--- src/rtl/lc3b_types.sv ---
// rtl/lc3b_types.sv - shared cache line, state and bus-width definitions
package lc3b_types;

  localparam int LC3B_ADR_WIDTH = 12;
  localparam int LC3B_SEL_WIDTH = 16;

  typedef logic [127:0]                lc3b_cache_line;
  typedef logic [LC3B_SEL_WIDTH-1:0]   lc3b_byte_sel;
  typedef logic [LC3B_ADR_WIDTH-1:0]   lc3b_line_adr;

  typedef enum logic [1:0] {
    IDLE,
    WRITEBACK,
    FILL
  } lc3b_cache_state;

  // Replace the bytes of old_line whose mask bit is set with the matching bytes of new_line.
  function automatic lc3b_cache_line merge_bytes(input lc3b_cache_line old_line,
                                                 input lc3b_cache_line new_line,
                                                 input lc3b_byte_sel   mask);
    lc3b_cache_line result;
    result = old_line;
    for (int i = 0; i < LC3B_SEL_WIDTH; i++) begin
      if (mask[i]) result[8*i +: 8] = new_line[8*i +: 8];
    end
    return result;
  endfunction

endpackage

--- src/rtl/wishbone.sv ---
// rtl/wishbone.sv - line-wide wishbone bus with master and slave views
interface wishbone;
  import lc3b_types::*;

  logic           cyc;
  logic           stb;
  logic           we;
  lc3b_line_adr   adr;
  lc3b_byte_sel   sel;
  lc3b_cache_line dat_m;
  lc3b_cache_line dat_s;
  logic           ack;
  logic           rty;

  modport master (output cyc, stb, we, adr, sel, dat_m, input dat_s, ack, rty);
  modport slave  (input cyc, stb, we, adr, sel, dat_m, output dat_s, ack, rty);

endinterface

--- src/rtl/cache_array.sv ---
// rtl/cache_array.sv - per-set valid, dirty, tag and data storage
module cache_array
  import lc3b_types::*;
#(
  parameter int NUM_SETS = 8,
  localparam int IDX_W = $clog2(NUM_SETS),
  localparam int TAG_W = LC3B_ADR_WIDTH - IDX_W
) (
  input  logic             clk,
  input  logic             reset,
  input  logic [IDX_W-1:0] index,
  input  logic             write_enable,
  input  lc3b_byte_sel     byte_mask,
  input  lc3b_cache_line   write_data,
  input  logic             fill_load,
  input  logic [TAG_W-1:0] fill_tag,
  input  lc3b_cache_line   fill_data,
  input  logic             clear_dirty,
  output logic             valid,
  output logic             dirty,
  output logic [TAG_W-1:0] tag,
  output lc3b_cache_line   line
);

  logic [NUM_SETS-1:0] valid_bits;
  logic [NUM_SETS-1:0] dirty_bits;
  logic [TAG_W-1:0]    tags  [NUM_SETS];
  lc3b_cache_line      lines [NUM_SETS];

  assign valid = valid_bits[index];
  assign dirty = dirty_bits[index];
  assign tag   = tags[index];
  assign line  = lines[index];

  // Status bits: reset wins over any fill or hit write arriving in the same cycle.
  always_ff @(posedge clk) begin
    if (reset) begin
      valid_bits <= '0;
      dirty_bits <= '0;
    end else if (fill_load) begin
      valid_bits[index] <= 1'b1;
      dirty_bits[index] <= 1'b0;
    end else if (write_enable) begin
      dirty_bits[index] <= 1'b1;
    end else if (clear_dirty) begin
      dirty_bits[index] <= 1'b0;
    end
  end

  // Tag and data storage; contents are meaningless until the set is marked valid.
  always_ff @(posedge clk) begin
    if (!reset) begin
      if (fill_load) begin
        tags[index]  <= fill_tag;
        lines[index] <= fill_data;
      end else if (write_enable) begin
        lines[index] <= merge_bytes(lines[index], write_data, byte_mask);
      end
    end
  end

endmodule

--- src/rtl/data_cache.sv ---
// rtl/data_cache.sv - direct-mapped write-back line cache with wishbone CPU and memory ports
module data_cache
  import lc3b_types::*;
#(
  parameter int NUM_SETS = 8
) (
  input logic     clk,
  input logic     reset,
  wishbone.slave  cpu_wishbone,
  wishbone.master mem_wishbone
);

  localparam int IDX_W = $clog2(NUM_SETS);
  localparam int TAG_W = LC3B_ADR_WIDTH - IDX_W;

  lc3b_cache_state  state;
  lc3b_line_adr     miss_adr;
  logic             mem_cyc;
  logic             mem_we;
  lc3b_line_adr     mem_adr;
  lc3b_cache_line   mem_dat;

  logic             request;
  logic             hit;
  logic             miss;
  logic             mem_done;
  logic [IDX_W-1:0] index;
  logic [TAG_W-1:0] cpu_tag;
  logic             line_valid;
  logic             line_dirty;
  logic [TAG_W-1:0] line_tag;
  lc3b_cache_line   line_data;

  assign request  = cpu_wishbone.cyc & cpu_wishbone.stb;
  assign cpu_tag  = cpu_wishbone.adr[LC3B_ADR_WIDTH-1:IDX_W];
  // Outside IDLE the array follows the latched miss, so a master that abandons its
  // request cannot redirect where the fill lands.
  assign index    = (state == IDLE) ? cpu_wishbone.adr[IDX_W-1:0] : miss_adr[IDX_W-1:0];
  assign hit      = (state == IDLE) & request & line_valid & (line_tag == cpu_tag);
  assign miss     = (state == IDLE) & request & ~hit;
  // A retry is never a completion, even if a slave raises ack alongside it.
  assign mem_done = mem_wishbone.ack & ~mem_wishbone.rty;

  assign cpu_wishbone.ack   = hit;
  assign cpu_wishbone.rty   = 1'b0;
  assign cpu_wishbone.dat_s = line_data;

  assign mem_wishbone.cyc   = mem_cyc;
  assign mem_wishbone.stb   = mem_cyc;
  assign mem_wishbone.we    = mem_we;
  assign mem_wishbone.adr   = mem_adr;
  assign mem_wishbone.sel   = '1;
  assign mem_wishbone.dat_m = mem_dat;

  cache_array #(.NUM_SETS(NUM_SETS)) u_array (
    .clk          (clk),
    .reset        (reset),
    .index        (index),
    .write_enable (hit & cpu_wishbone.we),
    .byte_mask    (cpu_wishbone.sel),
    .write_data   (cpu_wishbone.dat_m),
    .fill_load    ((state == FILL) & mem_done),
    .fill_tag     (miss_adr[LC3B_ADR_WIDTH-1:IDX_W]),
    .fill_data    (mem_wishbone.dat_s),
    .clear_dirty  ((state == WRITEBACK) & mem_done),
    .valid        (line_valid),
    .dirty        (line_dirty),
    .tag          (line_tag),
    .line         (line_data)
  );

  // Miss sequencing with registered memory-side outputs held until the slave completes.
  always_ff @(posedge clk) begin
    if (reset) begin
      state   <= IDLE;
      mem_cyc <= 1'b0;
      mem_we  <= 1'b0;
    end else begin
      case (state)
        IDLE: begin
          if (miss) begin
            miss_adr <= cpu_wishbone.adr;
            mem_cyc  <= 1'b1;
            if (line_valid && line_dirty) begin
              state   <= WRITEBACK;
              mem_we  <= 1'b1;
              mem_adr <= {line_tag, index};
              mem_dat <= line_data;
            end else begin
              state   <= FILL;
              mem_we  <= 1'b0;
              mem_adr <= cpu_wishbone.adr;
            end
          end
        end
        WRITEBACK: begin
          if (mem_done) begin
            state   <= FILL;
            mem_we  <= 1'b0;
            mem_adr <= miss_adr;
          end
        end
        FILL: begin
          if (mem_done) begin
            state   <= IDLE;
            mem_cyc <= 1'b0;
            mem_we  <= 1'b0;
          end
        end
        default: begin
          state   <= IDLE;
          mem_cyc <= 1'b0;
          mem_we  <= 1'b0;
        end
      endcase
    end
  end

endmodule

--- src/flat_wrapper.sv ---
// flat-port wrapper written by rule: the top's interface ports become plain ports
module data_cache_flat import lc3b_types::*;
#(
  parameter int NUM_SETS = 8
)
  (clk, reset, cpu_wishbone_cyc, cpu_wishbone_stb, cpu_wishbone_we, cpu_wishbone_adr, cpu_wishbone_sel, cpu_wishbone_dat_m, cpu_wishbone_dat_s, cpu_wishbone_ack, cpu_wishbone_rty, mem_wishbone_cyc, mem_wishbone_stb, mem_wishbone_we, mem_wishbone_adr, mem_wishbone_sel, mem_wishbone_dat_m, mem_wishbone_dat_s, mem_wishbone_ack, mem_wishbone_rty);
  wishbone cpu_wishbone_i ();
  wishbone mem_wishbone_i ();
  input logic clk;
  input logic reset;
  input wire logic [$bits(cpu_wishbone_i.cyc)-1:0] cpu_wishbone_cyc;
  input wire logic [$bits(cpu_wishbone_i.stb)-1:0] cpu_wishbone_stb;
  input wire logic [$bits(cpu_wishbone_i.we)-1:0] cpu_wishbone_we;
  input wire logic [$bits(cpu_wishbone_i.adr)-1:0] cpu_wishbone_adr;
  input wire logic [$bits(cpu_wishbone_i.sel)-1:0] cpu_wishbone_sel;
  input wire logic [$bits(cpu_wishbone_i.dat_m)-1:0] cpu_wishbone_dat_m;
  output wire logic [$bits(cpu_wishbone_i.dat_s)-1:0] cpu_wishbone_dat_s;
  output wire logic [$bits(cpu_wishbone_i.ack)-1:0] cpu_wishbone_ack;
  output wire logic [$bits(cpu_wishbone_i.rty)-1:0] cpu_wishbone_rty;
  output wire logic [$bits(mem_wishbone_i.cyc)-1:0] mem_wishbone_cyc;
  output wire logic [$bits(mem_wishbone_i.stb)-1:0] mem_wishbone_stb;
  output wire logic [$bits(mem_wishbone_i.we)-1:0] mem_wishbone_we;
  output wire logic [$bits(mem_wishbone_i.adr)-1:0] mem_wishbone_adr;
  output wire logic [$bits(mem_wishbone_i.sel)-1:0] mem_wishbone_sel;
  output wire logic [$bits(mem_wishbone_i.dat_m)-1:0] mem_wishbone_dat_m;
  input wire logic [$bits(mem_wishbone_i.dat_s)-1:0] mem_wishbone_dat_s;
  input wire logic [$bits(mem_wishbone_i.ack)-1:0] mem_wishbone_ack;
  input wire logic [$bits(mem_wishbone_i.rty)-1:0] mem_wishbone_rty;
  assign cpu_wishbone_i.cyc = cpu_wishbone_cyc;
  assign cpu_wishbone_i.stb = cpu_wishbone_stb;
  assign cpu_wishbone_i.we = cpu_wishbone_we;
  assign cpu_wishbone_i.adr = cpu_wishbone_adr;
  assign cpu_wishbone_i.sel = cpu_wishbone_sel;
  assign cpu_wishbone_i.dat_m = cpu_wishbone_dat_m;
  assign cpu_wishbone_dat_s = cpu_wishbone_i.dat_s;
  assign cpu_wishbone_ack = cpu_wishbone_i.ack;
  assign cpu_wishbone_rty = cpu_wishbone_i.rty;
  assign mem_wishbone_cyc = mem_wishbone_i.cyc;
  assign mem_wishbone_stb = mem_wishbone_i.stb;
  assign mem_wishbone_we = mem_wishbone_i.we;
  assign mem_wishbone_adr = mem_wishbone_i.adr;
  assign mem_wishbone_sel = mem_wishbone_i.sel;
  assign mem_wishbone_dat_m = mem_wishbone_i.dat_m;
  assign mem_wishbone_i.dat_s = mem_wishbone_dat_s;
  assign mem_wishbone_i.ack = mem_wishbone_ack;
  assign mem_wishbone_i.rty = mem_wishbone_rty;
  data_cache #(.NUM_SETS(NUM_SETS)) u_core (.clk(clk), .reset(reset), .cpu_wishbone(cpu_wishbone_i), .mem_wishbone(mem_wishbone_i));
endmodule
--- config.mk ---
export PLATFORM = sky130hd
export DESIGN_NAME = data_cache_flat
export DESIGN_NICKNAME = d
export VERILOG_FILES = /design/src/rtl/lc3b_types.sv /design/src/rtl/wishbone.sv /design/src/rtl/cache_array.sv /design/src/rtl/data_cache.sv /design/src/flat_wrapper.sv
export SDC_FILE = /design/constraint.sdc
export NUM_CORES = 1
export LEC_CHECK = 0
export CORE_ASPECT_RATIO = 1.25
export CORE_MARGIN = 10
export CORE_UTILIZATION = 56
export DETAILED_ROUTE_END_ITERATION = 12
export GPL_ROUTABILITY_DRIVEN = 1
export GPL_TIMING_DRIVEN = 0
export PLACE_DENSITY_LB_ADDON = 0.08
export SLEW_MARGIN = 10
export SYNTH_ARGS = -nofsm -noshare
export SYNTH_HDL_FRONTEND = slang
export SYNTH_SLANG_ARGS = --single-unit
--- constraint.sdc ---
create_clock -name clk -period 24.9 [get_ports clk]
set_input_delay 7.47 -clock clk [delete_from_list [all_inputs] [get_ports clk]]
set_output_delay 7.47 -clock clk [all_outputs]
set_load 0.1 [all_outputs]
==> flow_summary_export.csv, run 1 <==
group,metric,value,unit
outcome,status,"complete, no violations",
die,core-area,85730,sq um
routing,drt_iter0_markers,4243,
finish,drive_gt1_share,16.30,%
die,fp.dieW,283.2,microns
cts,cts_tree,"built",
pwr,pwr-share-comb,22.2,%
placed_design,place.gp.congestion,0.8487,
hold_path,hp-class,"flop to flop",
grt,grt_max_degree,25,
yosys,avgSynthCellArea,18.36,sq um
placed_design,numPortBuffers,545,
pwr,p_per_area,89.09,nW/um^2
yosys,synth-seq-area-share,78.11,%
worst_setup_path,crit_type,"input pin to output port",
finish,nFillCells,5420,
sta,setup_viol,0,
worst_setup_path,r2r_cells,19,
grt,grt_pass1_wl,202.7,mm
cts,ctsHoldBuffers,0,
grt,grt_pass1_vias,29980,
yosys,synth_area_leaders,"edfxtp_1, a222oi_1, mux2_4",
pwr,swShare,30.80,%
routing,drt-total-wl,141.0,mm
worst_setup_path,path_max_fanout,10,
yosys,synth_top_cell_area_share,77.28,%
finish,fin_nets,3677,
die,rows,120,
worst_setup_path,cp_data_required_time,17.43,ns
pwr,p_seq_share,44.1,%
sta,fmax,48.56,MHz
routing,wl_per_cell,30.40,microns
cts,postCtsSetupBuffers,0,
placed_design,placed_cell_area,56730,sq um
grt,grt.total_usage,27.75,%
die,floorplan.initialDensity,56.56,%
grt,grt_overflow_total,0,
sta,post-route-period-util,82.70,%
pwr,p_sw,1.664,mW
yosys,ys.warnings.count,0,
sta,skew,0.01925,ns
grt,antenna_found_initial,12,
placed_design,dp.final_hpwl,96.13,mm
cts,cts_sinks,1268,
routing,num_vias,29460,
sta,hold_ws,0.4799,ns
pwr,irDropWorstVdd,0.00007719,V
pwr,p_int,3.740,mW
yosys,yosys_register_bits,1268,
worst_setup_path,crit_path_start_kind,"input pin",
yosys,syn-cell-area,48490,sq um
yosys,yosysTopAreaCell,"edfxtp_1",
finish,area_delta_synth_final,25.09,%
cts,clk_pin_slew,0.06,ns
yosys,yosysMostFrequentCell,"edfxtp_1",
routing,dr.pass1.iters,9,
yosys,synth-edff-count,1248,
routing,route.detailed.drc,0,
sta,layout_min_cycle_time,20.59,ns
yosys,async_flop_share,0,%
yosys,ys.flop_type,"edfxtp_1",
worst_setup_path,worstPathArrival,13.12,ns
finish,final_cell_area,60660,sq um
cts,cts_made_buffers,117,
die,io_pins,580,
cts,cts.path.max_buffers,3,
cts,clock_latency,0.69,ns
hold_path,hold_path_depth,2,
yosys,synthCells,2641,
sta,relSlewSlack,11.06,%
pwr,leakagePower,20.10,nW
cts,htreeDepth,3,
pwr,power_frac_clock,33.8,%
routing,final_antenna_net_count,0,
sta,slew_violations,0,
sta,tightest_slew,1.334,ns
routing,routed_via_density,6.349,
die,die_h,349,microns
sta,hold_viol,0,
cts,ctsRootBufferMaster,"clkbuf_16",
yosys,yosysUniqueCellTypes,58,
cts,ctsResizeCount,0,
run,cap_viol_max_count,0,
yosys,synthTopCellsByCount,"edfxtp_1, a222oi_1, a22oi_1, mux2_2, nand3_1",
sta,rsz0062_at_grt,"no",
die,die_area,98840,sq um
worst_setup_path,cp-end-kind,"output port",
==> metrics by stage <==
step / power [mW] / setup slack [ns] / utilization, % / TNS, ns / std cells
6_report: 5.404 / 4.309 / 70.75 / 0 / 4639
5_1_grt: 5.544 / 4.239 / 70.75 / 0 / 4638
4_1_cts: 5.420 / 4.363 / 70.74 / 0 / 4638
3_5_place_dp: 3.620 / 4.417 / 66.17 / 0 / 4423
3_3_place_gp: 3.610 / -3.086 / 64.68 / -392.02 / 4360
2_1_floorplan: 3.250 / 5.176 / - / 0 / 2656
==> flip-flops by register name, indices dropped and copies added, names as in the netlist, named ones only <==
signal and count:
u_core.mem_wishbone.adr 12, u_core.mem_wishbone.cyc 1, u_core.mem_wishbone.dat_m 128, u_core.mem_wishbone.we 1, u_core.miss_adr 12, u_core.state 2
u_core.u_array.lines 1024, u_core.u_array.tags 72, u_core.u_array.valid_bits 8
==> metal layers <==
| layer | routed length, microns | part of all wire [%] | global-route usage (%) |
|---|---|---|---|
| met1 | 52130 | 37 | 35.31 |
| met2 | 69870 | 50 | 46.53 |
| met3 | 14110 | 10 | 6.118 |
| met4 | 4778 | 3.4 | 10.27 |
| met5 | 138 | 0.098 | 0 |
==> power by group through the flow <==
stage | logic (mW) | registers [mW] | clock network, mW
global placement | 1.18 | 2.43 | 0
detailed placement | 1.19 | 2.43 | 0
CTS | 1.20 | 2.38 | 1.84
finish | 1.20 | 2.38 | 1.83
floorplan | 0.802 | 2.45 | 0
global route | 1.24 | 2.38 | 1.92
==> worst paths after layout <==
kind                                        startpoint                                   endpoint  slack (ns)
max reg2reg               u_core.state[0]$_SDFFE_PP0P_    u_core.mem_wishbone.dat_m[88]$_DFFE_PP_       17.76
min          u_core.u_array.valid_bits[2]$_SDFFE_PP0P_  u_core.u_array.valid_bits[2]$_SDFFE_PP0P_        0.48
min reg2reg  u_core.u_array.valid_bits[2]$_SDFFE_PP0P_  u_core.u_array.valid_bits[2]$_SDFFE_PP0P_        0.48
max                                cpu_wishbone_adr[0]                     cpu_wishbone_dat_s[66]        4.31
==> worst max-delay path, cell delays in order <==
cell	delay, ns
clkdlybuf4s50_1	0.53
clkbuf_2	0.22
mux2i_1	0.26
buf_2	0.29
buf_1	0.46
nor2_1	0.70
clkbuf_1	0.85
buf_2	0.71
a22oi_1	0.16
nand3_1	0.24
clkdlybuf4s50_1	1.19
==> cell type report <==
class | count | area (sq um) | area share, %
flip-flops and latches | 1268 | 37880 | 62.44
multi-input cells | 1185 | 9772 | 16.11
repair buffers | 608 | 6663 | 10.98
clock buffers | 150 | 3208 | 5.289
well taps | 1159 | 1450 | 2.391
plain buffers | 189 | 919.6 | 1.516
clock inverters | 65 | 713.2 | 1.176
inverters | 14 | 52.55 | 0.08664
diodes | 1 | 2.502 | 0.004125
==> cells in the final DEF (no fill, tap or decap), types with 29 or more instances in the layout <==
cell             instances
clkdlybuf4s50_1        545
buf_12                  37
nand3_1                139
a222oi_1               185
a22oi_1                151
nand2_1                125
a21oi_1                 49
mux2_2                 143
mux2_4                 120
clkbuf_1               139
nor2_1                  45
edfxtp_1              1248
a221oi_1                30
clkbuf_16              122
buf_4                   29
==> kinds of logic after synthesis <==
| kind of cell | Yosys count | share of synthesized area, % |
|---|---|---|
| DFF | 1268 | 78.11 |
| AOI/OAI and AO/OA | 523 | 8.819 |
| and+or+nand+nor | 351 | 3.300 |
| muxes | 287 | 7.609 |
| buffers and inverters | 203 | 1.997 |
| xor gates and xnor gates | 4 | 0.07226 |
| adders and majority gates | 3 | 0.07742 |
| other | 2 | 0.01549 |
(Power assumes the default switching activity.)
==> inputs of run 2 (changes only) <==
--- a/config.mk
+++ b/config.mk
@@ -7,7 +7,7 @@
 export LEC_CHECK = 0
 export CORE_ASPECT_RATIO = 1.25
 export CORE_MARGIN = 10
-export CORE_UTILIZATION = 56
+export CORE_UTILIZATION = 50
 export DETAILED_ROUTE_END_ITERATION = 12
 export GPL_ROUTABILITY_DRIVEN = 1
 export GPL_TIMING_DRIVEN = 0
==> constraint.sdc (replaced) <==
create_clock -name clk -period 16.74 [get_ports clk]
set_input_delay 5.022 -clock clk [delete_from_list [all_inputs] [get_ports clk]]
set_output_delay 5.022 -clock clk [all_outputs]
set_load 0.1 [all_outputs]
==> run 2 against run 1 <==
Worst setup slack worse by 3.5 ns. Clock-buffer cell count is 4 lower. Largest power group unchanged. Register-to-register slack worse by 7.7 ns.
==> flow_summary_export.csv, run 2 (synthesized netlist as in run 1, its figures left out) <==
group,metric,value,unit
worst_setup_path,rr_endpoint,"u_core.mem_wishbone.dat_m[98]$_DFFE_PP_",
die,die_h,368.2,microns
worst_setup_path,rrSetupSlack,10.02,ns
cts,ctsHoldBuffers,0,
routing,routed_via_density,6.135,
placed_design,numPortBuffers,545,
cts,clock_latency,0.71,ns
die,io_pins,580,
cts,cts.path.max_buffers,3,
hold_path,hp-class,"flop to flop",
hold_path,hold_path_depth,2,
worst_setup_path,r2r-start,"u_core.state[0]$_SDFFE_PP0P_",
sta,hold_viol,0,
routing,dr.pass1.iters,10,
worst_setup_path,crit_path_start_kind,"input pin",
grt,grt_overflow_total,0,
placed_design,dpl_worst_slack,0.8553,ns
cts,clk_pin_slew,0.06,ns
worst_setup_path,crit_type,"input pin to output port",
pwr,leakagePower,20.20,nW
cts,postCtsSetupBuffers,0,
outcome,status,"complete, no violations",
pwr,p_per_area,131.9,nW/um^2
placed_design,dp.final_hpwl,100.6,mm
routing,final_antenna_net_count,0,
worst_setup_path,worstPathArrival,10.90,ns
finish,fin_nets,3680,
die,core-area,96140,sq um
hold_path,hp-start,"u_core.u_array.valid_bits[6]$_SDFFE_PP0P_",
sta,layout_min_cycle_time,15.92,ns
grt,grt_pass1_vias,30140,
grt,antenna_found_initial,7,
finish,fin_util,63.51,%
routing,wirelength_met1,54.87,mm
worst_setup_path,cp_data_required_time,11.72,ns
run,cap_viol_max_count,0,
cts,ctsResizeCount,0,
cts,cts_made_buffers,118,
sta,setup_viol,0,
routing,num_vias,29320,
finish,area_delta_synth_final,25.92,%
cts,cts_sinks,1268,
finish,regMostFlops,"u_core.u_array.lines",
finish,drive_gt1_share,16.35,%
die,fp.dieW,298.5,microns
finish,nFillCells,6785,
sta,tightest_slew,1.358,ns
cts,cts_tree,"built",
routing,drt_iter0_markers,3744,
die,rows,127,
die,die_area,109900,sq um
grt,grt_max_degree,24,
sta,hold_ws,0.5006,ns
routing,topRoutingLayerUsed,"met4",
worst_setup_path,cp-end-kind,"output port",
sta,finalWorstSetupSlack,0.8224,ns
sta,skew,0.03160,ns
finish,largest_register_ffs,1024,
sta,fmax,62.82,MHz
grt,grt.total_usage,25.80,%
cts,htreeDepth,3,
routing,route.detailed.drc,0,
routing,drt-total-wl,146.1,mm
cts,ctsRootBufferMaster,"clkbuf_16",
worst_setup_path,r2r_cells,17,
sta,relSlewSlack,9.442,%
routing,wl_per_cell,30.57,microns
routing,wl_met2,73.70,mm
finish,mostFrequentLayoutCells,"edfxtp_1, clkdlybuf4s50_1, a222oi_1",
placed_design,place.gp.congestion,0.8235,
pwr,irDropWorstVdd,0.0001359,V
routing,wl_met3,13.38,mm
grt,grt_pass1_wl,209.0,mm
sta,post-route-period-util,95.09,%
finish,mostFrequentLayoutCell,"edfxtp_1",
worst_setup_path,path_max_fanout,10,
sta,slew_violations,0,
die,floorplan.initialDensity,50.44,%
sta,rsz0062_at_grt,"no",
sta,fin_setup_tns,0,ns
hold_path,hold-path-endpoint,"u_core.u_array.valid_bits[6]$_SDFFE_PP0P_",
==> run 2: worst max-delay path: stages <==
cell and delay [ns]:
clkdlybuf4s50_1 0.52, clkbuf_2 0.23, mux2i_1 0.27, buf_2 0.29, buf_1 0.46, nor2_1 0.76
clkbuf_1 0.89, buf_2 0.74, a22oi_1 0.16, nand3_1 0.31, clkdlybuf4s50_1 1.21
==> run 2: per-layer routing <==
| layer | vias to the layer above | global-route usage, % |
|---|---|---|
| li1 | 12480 | - |
| met1 | 15020 | 32.09 |
| met2 | 1606 | 44.12 |
| met3 | 218 | 6.024 |
| met4 | 0 | 8.446 |
| met5 | - | 0 |
==> run 2: area by class of cell <==
| cell class | count | area [sq um] | share of cell area, % |
|---|---|---|---|
| buffer | 189 | 922.1 | 1.510 |
| timing repair buffer | 610 | 6910 | 11.32 |
| tap | 1290 | 1614 | 2.643 |
| antenna | 3 | 7.507 | 0.01229 |
| multi-input combinational | 1185 | 9778 | 16.01 |
| sequential | 1268 | 37880 | 62.03 |
| clock buffer | 146 | 3122 | 5.113 |
| clock inverter | 74 | 777.0 | 1.273 |
| inverter | 14 | 52.55 | 0.08606 |
==> run 2: worst max path at each step <==
stage	from	end	slack (ns)
after floorplan	cpu_wishbone_adr[0]	cpu_wishbone_ack	3.10
after global placement	cpu_wishbone_adr[0]	u_core.u_array.lines[0][98]$_DFFE_PP_	-4.58
after detailed placement	cpu_wishbone_adr[0]	cpu_wishbone_dat_s[2]	0.86
after CTS	cpu_wishbone_adr[0]	cpu_wishbone_dat_s[2]	0.84
after global routing	cpu_wishbone_adr[0]	cpu_wishbone_dat_s[2]	0.78
final	cpu_wishbone_adr[0]	cpu_wishbone_dat_s[2]	0.82
==> run 2: through the flow <==
| stage | area (sq um) | power, mW | std cells |
|---|---|---|---|
| after floorplan | 48550 | 4.834 | 2656 |
| after global placement | 55620 | 5.390 | 4491 |
| after detailed placement | 57150 | 5.408 | 4556 |
| after CTS | 61050 | 8.091 | 4776 |
| after global routing | 61060 | 8.277 | 4778 |
| final | 61060 | 8.054 | 4779 |
==> run 2: report_power, final <==
part / internal (mW) / total (mW) / switching (mW)
clock: 1.57 / 2.71 / 1.15
combinational: 0.453 / 1.80 / 1.35
sequential: 3.53 / 3.54 / 0.00817
total: 5.55 / 8.05 / 2.50
